<file path="config.mk">
export PLATFORM = sky130hd
export DESIGN_NAME = alu_exec_unit_flat
export DESIGN_NICKNAME = d
export VERILOG_FILES = /design/src/rtl/alu_exec_unit_if.sv /design/src/rtl/alu_exec_unit.sv /design/src/flat_wrapper.sv
export SDC_FILE = /design/constraint.sdc
export NUM_CORES = 1
export LEC_CHECK = 0
export BUFFER_PORTS_ARGS = -buffer_cell sky130_fd_sc_hd__buf_2
export CORE_AREA = 2 2 159 161
export CTS_BUF_LIST = sky130_fd_sc_hd__clkbuf_8 sky130_fd_sc_hd__clkbuf_16
export DETAILED_ROUTE_END_ITERATION = 10
export DIE_AREA = 0 0 161 163
export PLACE_DENSITY = 0.6
export SLEW_MARGIN = 0
export SYNTH_ARGS = -nofsm -noshare
export SYNTH_HDL_FRONTEND = slang
export SYNTH_SLANG_ARGS = --single-unit
</file>
<file path="constraint.sdc">
create_clock -name clk -period 6 [get_ports clk]
set_input_delay 1.8 -clock clk [delete_from_list [all_inputs] [get_ports clk]]
set_output_delay 1.8 -clock clk [all_outputs]
set_load 0.005 [all_outputs]
</file>
<file path="src/rtl/alu_exec_unit_if.sv">
`default_nettype none
// ============================================================================
// Module   : alu_exec_unit_if
// Brief    : Issue/writeback handshake bundle for the multi-cycle ALU.
// Revision : 1.0 - initial release
// ============================================================================
interface alu_exec_unit_if #(
    parameter int WIDTH = 32,
    parameter int SHW   = 5
);
    logic             in_valid;
    logic             in_ready;
    logic [3:0]       aluCtrl;
    logic [WIDTH-1:0] a;
    logic [WIDTH-1:0] b;
    logic [SHW-1:0]   shamt;
    logic             out_valid;
    logic             out_ready;
    logic [WIDTH-1:0] result;
    logic             zero;
    logic             err;

    modport master (
        output in_valid, aluCtrl, a, b, shamt, out_ready,
        input  in_ready, out_valid, result, zero, err
    );

    modport slave (
        input  in_valid, aluCtrl, a, b, shamt, out_ready,
        output in_ready, out_valid, result, zero, err
    );
endinterface
`default_nettype wire

</file>
<file path="src/rtl/alu_exec_unit.sv">
`default_nettype none
// ============================================================================
// Module   : alu_exec_unit
// Brief    : Multi-cycle integer ALU; single-cycle logic/arith, serial shifter.
// Revision : 1.0 - initial release
// ============================================================================
module alu_exec_unit #(
    parameter int WIDTH = 32,
    parameter int SHW   = 5
) (
    input  wire logic      clk,
    input  wire logic      rst,
    alu_exec_unit_if.slave bus
);
    localparam logic [3:0]     c_OP_ADD   = 4'b0000;
    localparam logic [3:0]     c_OP_SUB   = 4'b0001;
    localparam logic [3:0]     c_OP_AND   = 4'b0010;
    localparam logic [3:0]     c_OP_OR    = 4'b0011;
    localparam logic [3:0]     c_OP_SLL   = 4'b0100;
    localparam logic [3:0]     c_OP_SRL   = 4'b0101;
    localparam logic [3:0]     c_OP_SLT   = 4'b0110;
    localparam logic [SHW-1:0] c_CNT_ONE  = SHW'(1);

    typedef enum logic [1:0] {
        S_IDLE  = 2'd0,
        S_SHIFT = 2'd1,
        S_DONE  = 2'd2
    } state_t;

    state_t           r_state;
    state_t           w_next;
    logic [WIDTH-1:0] r_stage;
    logic [SHW-1:0]   r_cnt;
    logic             r_left;
    logic [WIDTH-1:0] r_result;
    logic             r_zero;
    logic             r_err;

    logic             w_in_ready;
    logic             w_accept;
    logic             w_is_shift;
    logic             w_go_shift;
    logic             w_undef;
    logic [WIDTH-1:0] w_alu;
    logic [WIDTH-1:0] w_shifted;

    assign w_in_ready = (r_state == S_IDLE) && !rst;
    assign w_accept   = bus.in_valid && w_in_ready;
    assign w_is_shift = (bus.aluCtrl == c_OP_SLL) || (bus.aluCtrl == c_OP_SRL);
    // A zero-distance shift takes the single-cycle path and returns b unchanged
    assign w_go_shift = w_is_shift && (bus.shamt != '0);
    assign w_shifted  = r_left ? {r_stage[WIDTH-2:0], 1'b0} : {1'b0, r_stage[WIDTH-1:1]};

    always_comb begin
        w_alu   = '0;
        w_undef = 1'b0;
        case (bus.aluCtrl)
            c_OP_ADD: w_alu = bus.a + bus.b;
            c_OP_SUB: w_alu = bus.a - bus.b;
            c_OP_AND: w_alu = bus.a & bus.b;
            c_OP_OR:  w_alu = bus.a | bus.b;
            c_OP_SLL: w_alu = bus.b;
            c_OP_SRL: w_alu = bus.b;
            c_OP_SLT: w_alu = {{(WIDTH-1){1'b0}}, ($signed(bus.a) < $signed(bus.b))};
            default:  w_undef = 1'b1;
        endcase
    end

    always_ff @(posedge clk) begin
        if (rst) begin
            r_state <= S_IDLE;
        end else begin
            r_state <= w_next;
        end
    end

    always_comb begin
        w_next = r_state;
        case (r_state)
            S_IDLE: begin
                if (w_accept) begin
                    w_next = w_go_shift ? S_SHIFT : S_DONE;
                end
            end
            S_SHIFT: begin
                if (r_cnt == c_CNT_ONE) begin
                    w_next = S_DONE;
                end
            end
            S_DONE: begin
                if (bus.out_ready) begin
                    w_next = S_IDLE;
                end
            end
            default: w_next = S_IDLE;
        endcase
    end

    always_ff @(posedge clk) begin
        if (rst) begin
            r_stage  <= '0;
            r_cnt    <= '0;
            r_left   <= 1'b0;
            r_result <= '0;
            r_zero   <= 1'b0;
            r_err    <= 1'b0;
        end else begin
            case (r_state)
                S_IDLE: begin
                    if (w_accept) begin
                        if (w_go_shift) begin
                            r_stage <= bus.b;
                            r_cnt   <= bus.shamt;
                            r_left  <= (bus.aluCtrl == c_OP_SLL);
                        end else begin
                            r_result <= w_alu;
                            r_zero   <= (w_alu == '0);
                            r_err    <= w_undef;
                        end
                    end
                end
                S_SHIFT: begin
                    r_stage <= w_shifted;
                    r_cnt   <= r_cnt - c_CNT_ONE;
                    if (r_cnt == c_CNT_ONE) begin
                        r_result <= w_shifted;
                        r_zero   <= (w_shifted == '0);
                        r_err    <= 1'b0;
                    end
                end
                default: begin
                end
            endcase
        end
    end

    assign bus.in_ready  = w_in_ready;
    assign bus.out_valid = (r_state == S_DONE) && !rst;
    assign bus.result    = r_result;
    assign bus.zero      = r_zero;
    assign bus.err       = r_err;

endmodule
`default_nettype wire

</file>
<file path="src/flat_wrapper.sv">
// flat-port wrapper written by rule: the top's interface ports become plain ports
module alu_exec_unit_flat 
#(
    parameter int WIDTH = 32,
    parameter int SHW   = 5
)
  (clk, rst, bus_in_valid, bus_aluCtrl, bus_a, bus_b, bus_shamt, bus_out_ready, bus_in_ready, bus_out_valid, bus_result, bus_zero, bus_err);
  alu_exec_unit_if #(.WIDTH(WIDTH), .SHW(SHW)) bus_i ();
  input  wire logic clk;
  input  wire logic rst;
  input wire logic [$bits(bus_i.in_valid)-1:0] bus_in_valid;
  input wire logic [$bits(bus_i.aluCtrl)-1:0] bus_aluCtrl;
  input wire logic [$bits(bus_i.a)-1:0] bus_a;
  input wire logic [$bits(bus_i.b)-1:0] bus_b;
  input wire logic [$bits(bus_i.shamt)-1:0] bus_shamt;
  input wire logic [$bits(bus_i.out_ready)-1:0] bus_out_ready;
  output wire logic [$bits(bus_i.in_ready)-1:0] bus_in_ready;
  output wire logic [$bits(bus_i.out_valid)-1:0] bus_out_valid;
  output wire logic [$bits(bus_i.result)-1:0] bus_result;
  output wire logic [$bits(bus_i.zero)-1:0] bus_zero;
  output wire logic [$bits(bus_i.err)-1:0] bus_err;
  assign bus_i.in_valid = bus_in_valid;
  assign bus_i.aluCtrl = bus_aluCtrl;
  assign bus_i.a = bus_a;
  assign bus_i.b = bus_b;
  assign bus_i.shamt = bus_shamt;
  assign bus_i.out_ready = bus_out_ready;
  assign bus_in_ready = bus_i.in_ready;
  assign bus_out_valid = bus_i.out_valid;
  assign bus_result = bus_i.result;
  assign bus_zero = bus_i.zero;
  assign bus_err = bus_i.err;
  alu_exec_unit #(.WIDTH(WIDTH), .SHW(SHW)) u_core (.clk(clk), .rst(rst), .bus(bus_i));
endmodule
</file>
==> results_tabular.tex <==
\begin{tabular}{lr}
\hline
Metric & Value \\
\hline
\multicolumn{2}{l}{\textbf{Status}} \\
\quad Result of the run & finished, final reports clean \\
\multicolumn{2}{l}{\textbf{Final layout}} \\
\quad Fraction of final layout cells with drive strength greater than 1 & 13.87\% \\
\quad Post-Layout Inst Area & between 10000 and 15000 um2 \\
\quad Relative area change from synthesis to final layout & 12.40\% \\
\quad Final core area utilization & between 40\% and 50\% \\
\quad Final Net Count & around 1600 \\
\multicolumn{2}{l}{\textbf{Floorplanning}} \\
\quad Area enclosed by the die boundary & 26240 um2 \\
\quad DIE WIDTH & 161 um \\
\quad Initial standard-cell utilization of the core & between 30\% and 40\% \\
\quad Area of the core & 24670 um2 \\
\quad Vertical extent of the die & 163 um \\
\quad Number of placement rows & 58 \\
\quad Number of ports placed on the die boundary & 113 \\
\multicolumn{2}{l}{\textbf{Logic synthesis}} \\
\quad Syn Std Cell Area & 9395 um2 \\
\quad EDFF count, synth & 0 \\
\quad Warning count from the yosys run & 0 \\
\quad Flops \& latches, synth & 74 \\
\quad Count of unique library cells instantiated by Yosys & 92 \\
\quad Total nets after synthesis & 1516 \\
\quad Mapped Avg Cell Area & 7.053 um2 \\
\quad Sequential area share after synthesis & between 10\% and 20\% \\
\quad Cell types occupying the most area after synthesis & dfxtp\_1 16\%, ha\_1 14\%, a21oi\_1 6.3\% \\
\quad Mapped Cells & 1332 \\
\quad Predominant post-synthesis flop cell & dfxtp\_1 \\
\quad Post-synth ARST share & 0\% \\
\quad Share of the synthesized area in the top cell type & 15.77\% \\
\quad Area leader, netlist & dfxtp\_1 \\
\multicolumn{2}{l}{\textbf{STA}} \\
\quad TNS Setup & 0 ps \\
\quad Least setup slack across all paths after layout & 801.5 ps \\
\quad Number of setup violations in the final report & 0 \\
\quad Final worst hold slack & $\sim$450 ps \\
\quad Final count of hold timing violations & 0 \\
\quad Largest clock skew in the final design & 12.44 ps \\
\quad Pin slew with the least headroom to its limit & 857.8 ps \\
\quad Slew headroom & 41.34\% \\
\quad Achievable frequency & 192.4 MHz \\
\quad Clock period minus worst slack & 5198 ps \\
\quad Final clock period utilization by the worst path & slightly below 90\% \\
\quad Final Max Slew Viols & 0 \\
\quad Setup repair after global routing missed its margin & false \\
\multicolumn{2}{l}{\textbf{Worst setup path}} \\
\quad Launch point of the worst reg-to-reg path & u\_core.r\_state[0] \\
\quad CP Capture Type & flip-flop \\
\quad Setup crit start & bus\_a[0] \\
\quad Worst Reg2Reg Path Length in Cells & 10 \\
\quad Worst-path maximum fanout & 3 \\
\quad Worst path required time & approximately 6300 ps \\
\quad Data arrival at the endpoint of the critical path & 5460 ps \\
\quad Critical Setup Path Class & input port to flip-flop \\
\quad Critical Path Source Type & input port \\
\multicolumn{2}{l}{\textbf{Clocking}} \\
\quad Worst-Skew Late Latency & between 300 and 400 ps \\
\quad Total CTS buffers & 9 \\
\quad Root buffer cell & clkbuf\_16 \\
\quad Total setup buffers inserted after CTS & 0 \\
\quad CTS HTree Levels & 3 \\
\quad Clk pin slew, worst setup/hold paths & 60 ps \\
\quad Clock sinks & 74 \\
\quad Number of hold buffers added after cts & 0 \\
\quad Clock tree from TritonCTS & yes \\
\quad Post-CTS sizing & 0 \\
\quad Clock Path Buffers & 2 \\
\multicolumn{2}{l}{\textbf{Placed design}} \\
\quad HPWL Detailed & approximately 29000 um \\
\quad Worst setup slack after placement & 542.5 ps \\
\quad Input/output buffers & 112 \\
\quad Placer Congestion & 0.9741 \\
\quad Area of placed instances & 10200 um2 \\
\multicolumn{2}{l}{\textbf{Route}} \\
\quad Average wire length per cell after detail routing & 21.29 um \\
\quad Met2 Wirelength & around 16000 um \\
\quad Routed met3 length & roughly 3100 um \\
\quad Iteration count of the initial detailed-routing pass & 5 \\
\quad Post-route ant nets & 0 \\
\quad Number of vias after detailed routing & 10520 \\
\quad Met1 wire length & 16660 um \\
\quad DRC violation total after the first TritonRoute iteration & 968 \\
\quad Max layer used & met4 \\
\quad Remaining DRCs & 0 \\
\quad Vias per inst & 6.111 \\
\quad Total wire length after detailed routing & 36660 um \\
\multicolumn{2}{l}{\textbf{Min path}} \\
\quad Hold path depth & 2 \\
\quad Launch instance of the worst min-delay path & u\_core.bus.result[7] \\
\quad Class of the most critical hold timing path & flip-flop to flip-flop \\
\multicolumn{2}{l}{\textbf{Global route}} \\
\quad Pin count of the biggest net entering global routing & roughly 80 \\
\quad Remaining global-route overflow & 0 \\
\quad Antenna violations before repair & 1 \\
\quad Global-route wire length before repair & 56100 um \\
\quad Total global-route track usage & 27.16\% \\
\quad Via count of the first global-routing pass & 9497 \\
\multicolumn{2}{l}{\textbf{Pwr}} \\
\quad Largest vdd supply drop & 0.1464 mV \\
\quad Leak & between 4 and 5 nW \\
\quad Pwr dens & 178.8 nW/um2 \\
\multicolumn{2}{l}{\textbf{Flow run}} \\
\quad Count of maximum capacitance violations & 0 \\
\hline
\end{tabular}
placed cells by master (no fill, tap or decap), types with 15 or more instances in the layout:
master    Yosys  final
a311oi_1     31     31
buf_4         6     24
a21oi_1     118    118
buf_2        19    112
nor2b_1      44     43
a31oi_1      18     18
ha_1        105    105
xnor2_1      15     15
a221oi_1     17     17
o21ai_0      56     56
nand2_1     146    146
nor4_1       22     22
nor2_1      126    125
dfxtp_1      74     73
a21o_1       19     19
inv_1       100    100
nand3_1      20     20
nor3_1       34     34
a211oi_1     55     55
o211ai_1     20     20
synthesized netlist by cell type (8+ instances only):
master	count
nor2_1	126
nand2b_1	11
a21oi_1	118
nor3_1	34
o21bai_1	9
a211o_1	8
nand4_1	12
dfxtp_1	74
mux2i_1	8
nor4_1	22
o21ai_0	56
xnor2_1	15
a311oi_1	31
nand2_1	146
a31oi_1	18
o31ai_1	12
ha_1	105
nor2b_1	44
o211ai_1	20
a211oi_1	55
o21ai_1	8
buf_2	19
inv_1	100
a22oi_1	13
a221oi_1	17
and3_1	8
nand3_1	20
a21o_1	19
clkbuf_1	62
state kept, by name, indices dropped and copies added, names as in the netlist:
signal             flops
u_core.bus.zero        1
u_core.r_left          1
u_core.r_state         2
u_core.bus.result     32
u_core.r_cnt           5
u_core.bus.err         1
u_core.r_stage        32
through the flow:
| step | power (mW) | cells |
|---|---|---|
| 2_1_floorplan | 1.014 | 1332 |
| 3_3_place_gp | 1.244 | 1705 |
| 3_5_place_dp | 1.245 | 1705 |
| 4_1_cts | 1.880 | 1721 |
| 5_1_grt | 1.987 | 1722 |
| 6_report | 1.888 | 1722 |
layer usage:
| metal | global-route usage, % | vias to the layer above |
|---|---|---|
| li1 | - | 4971 |
| met3 | 4.966 | 48 |
| met5 | 0 | - |
| met4 | 6.981 | 0 |
| met2 | 42.65 | 479 |
| met1 | 38.27 | 5025 |
final timing paths:
path	endpoint	slack (ps)
min reg2reg	u_core.bus.result[7]	450
max	u_core.bus.zero	800
max reg2reg	u_core.bus.zero	2730
min	u_core.bus.result[7]	450
power breakdown:
group          switching, mW  internal, mW  total (mW)
Sequential            0.0202         0.513       0.534
Clock                  0.204         0.427       0.632
Combinational          0.466         0.257       0.723
Total                  0.690          1.20        1.89
kinds of logic after synthesis:
kind of cell	after synthesis	synth area share, %
muxes	11	1.212
DFF	74	15.77
and+or+nand+nor	478	25.17
AOI/OAI and AO/OA	452	33.76
xor gates and xnor gates	15	1.398
adders and majority gates	107	14.41
buffers and inverters	195	8.283
final cells by class:
type,count,area [um2]
Fill cell,2628,14110
Multi-Input combinational cell,1063,7169
Sequential cell,74,1483
Timing Repair Buffer,137,760.7
Tap cell,330,412.9
Inverter,101,379.1
Clock buffer,11,252.7
Clock inverter,5,100.1
Antenna cell,1,2.502
critical path, stage by stage:
cell	delay [ps]
buf_2	110
inv_1	70
ha_1	210
inv_1	80
fa_1	390
and2_1	160
o21ai_0	150
a21oi_1	90
a2111oi_0	780
nor4bb_1	360
nand4_1	120
nor4_1	320
nand4b_1	220
and4bb_1	330
nand4_1	110
o21ai_1	160
Note: power is estimated with default switching activity, not from simulation.
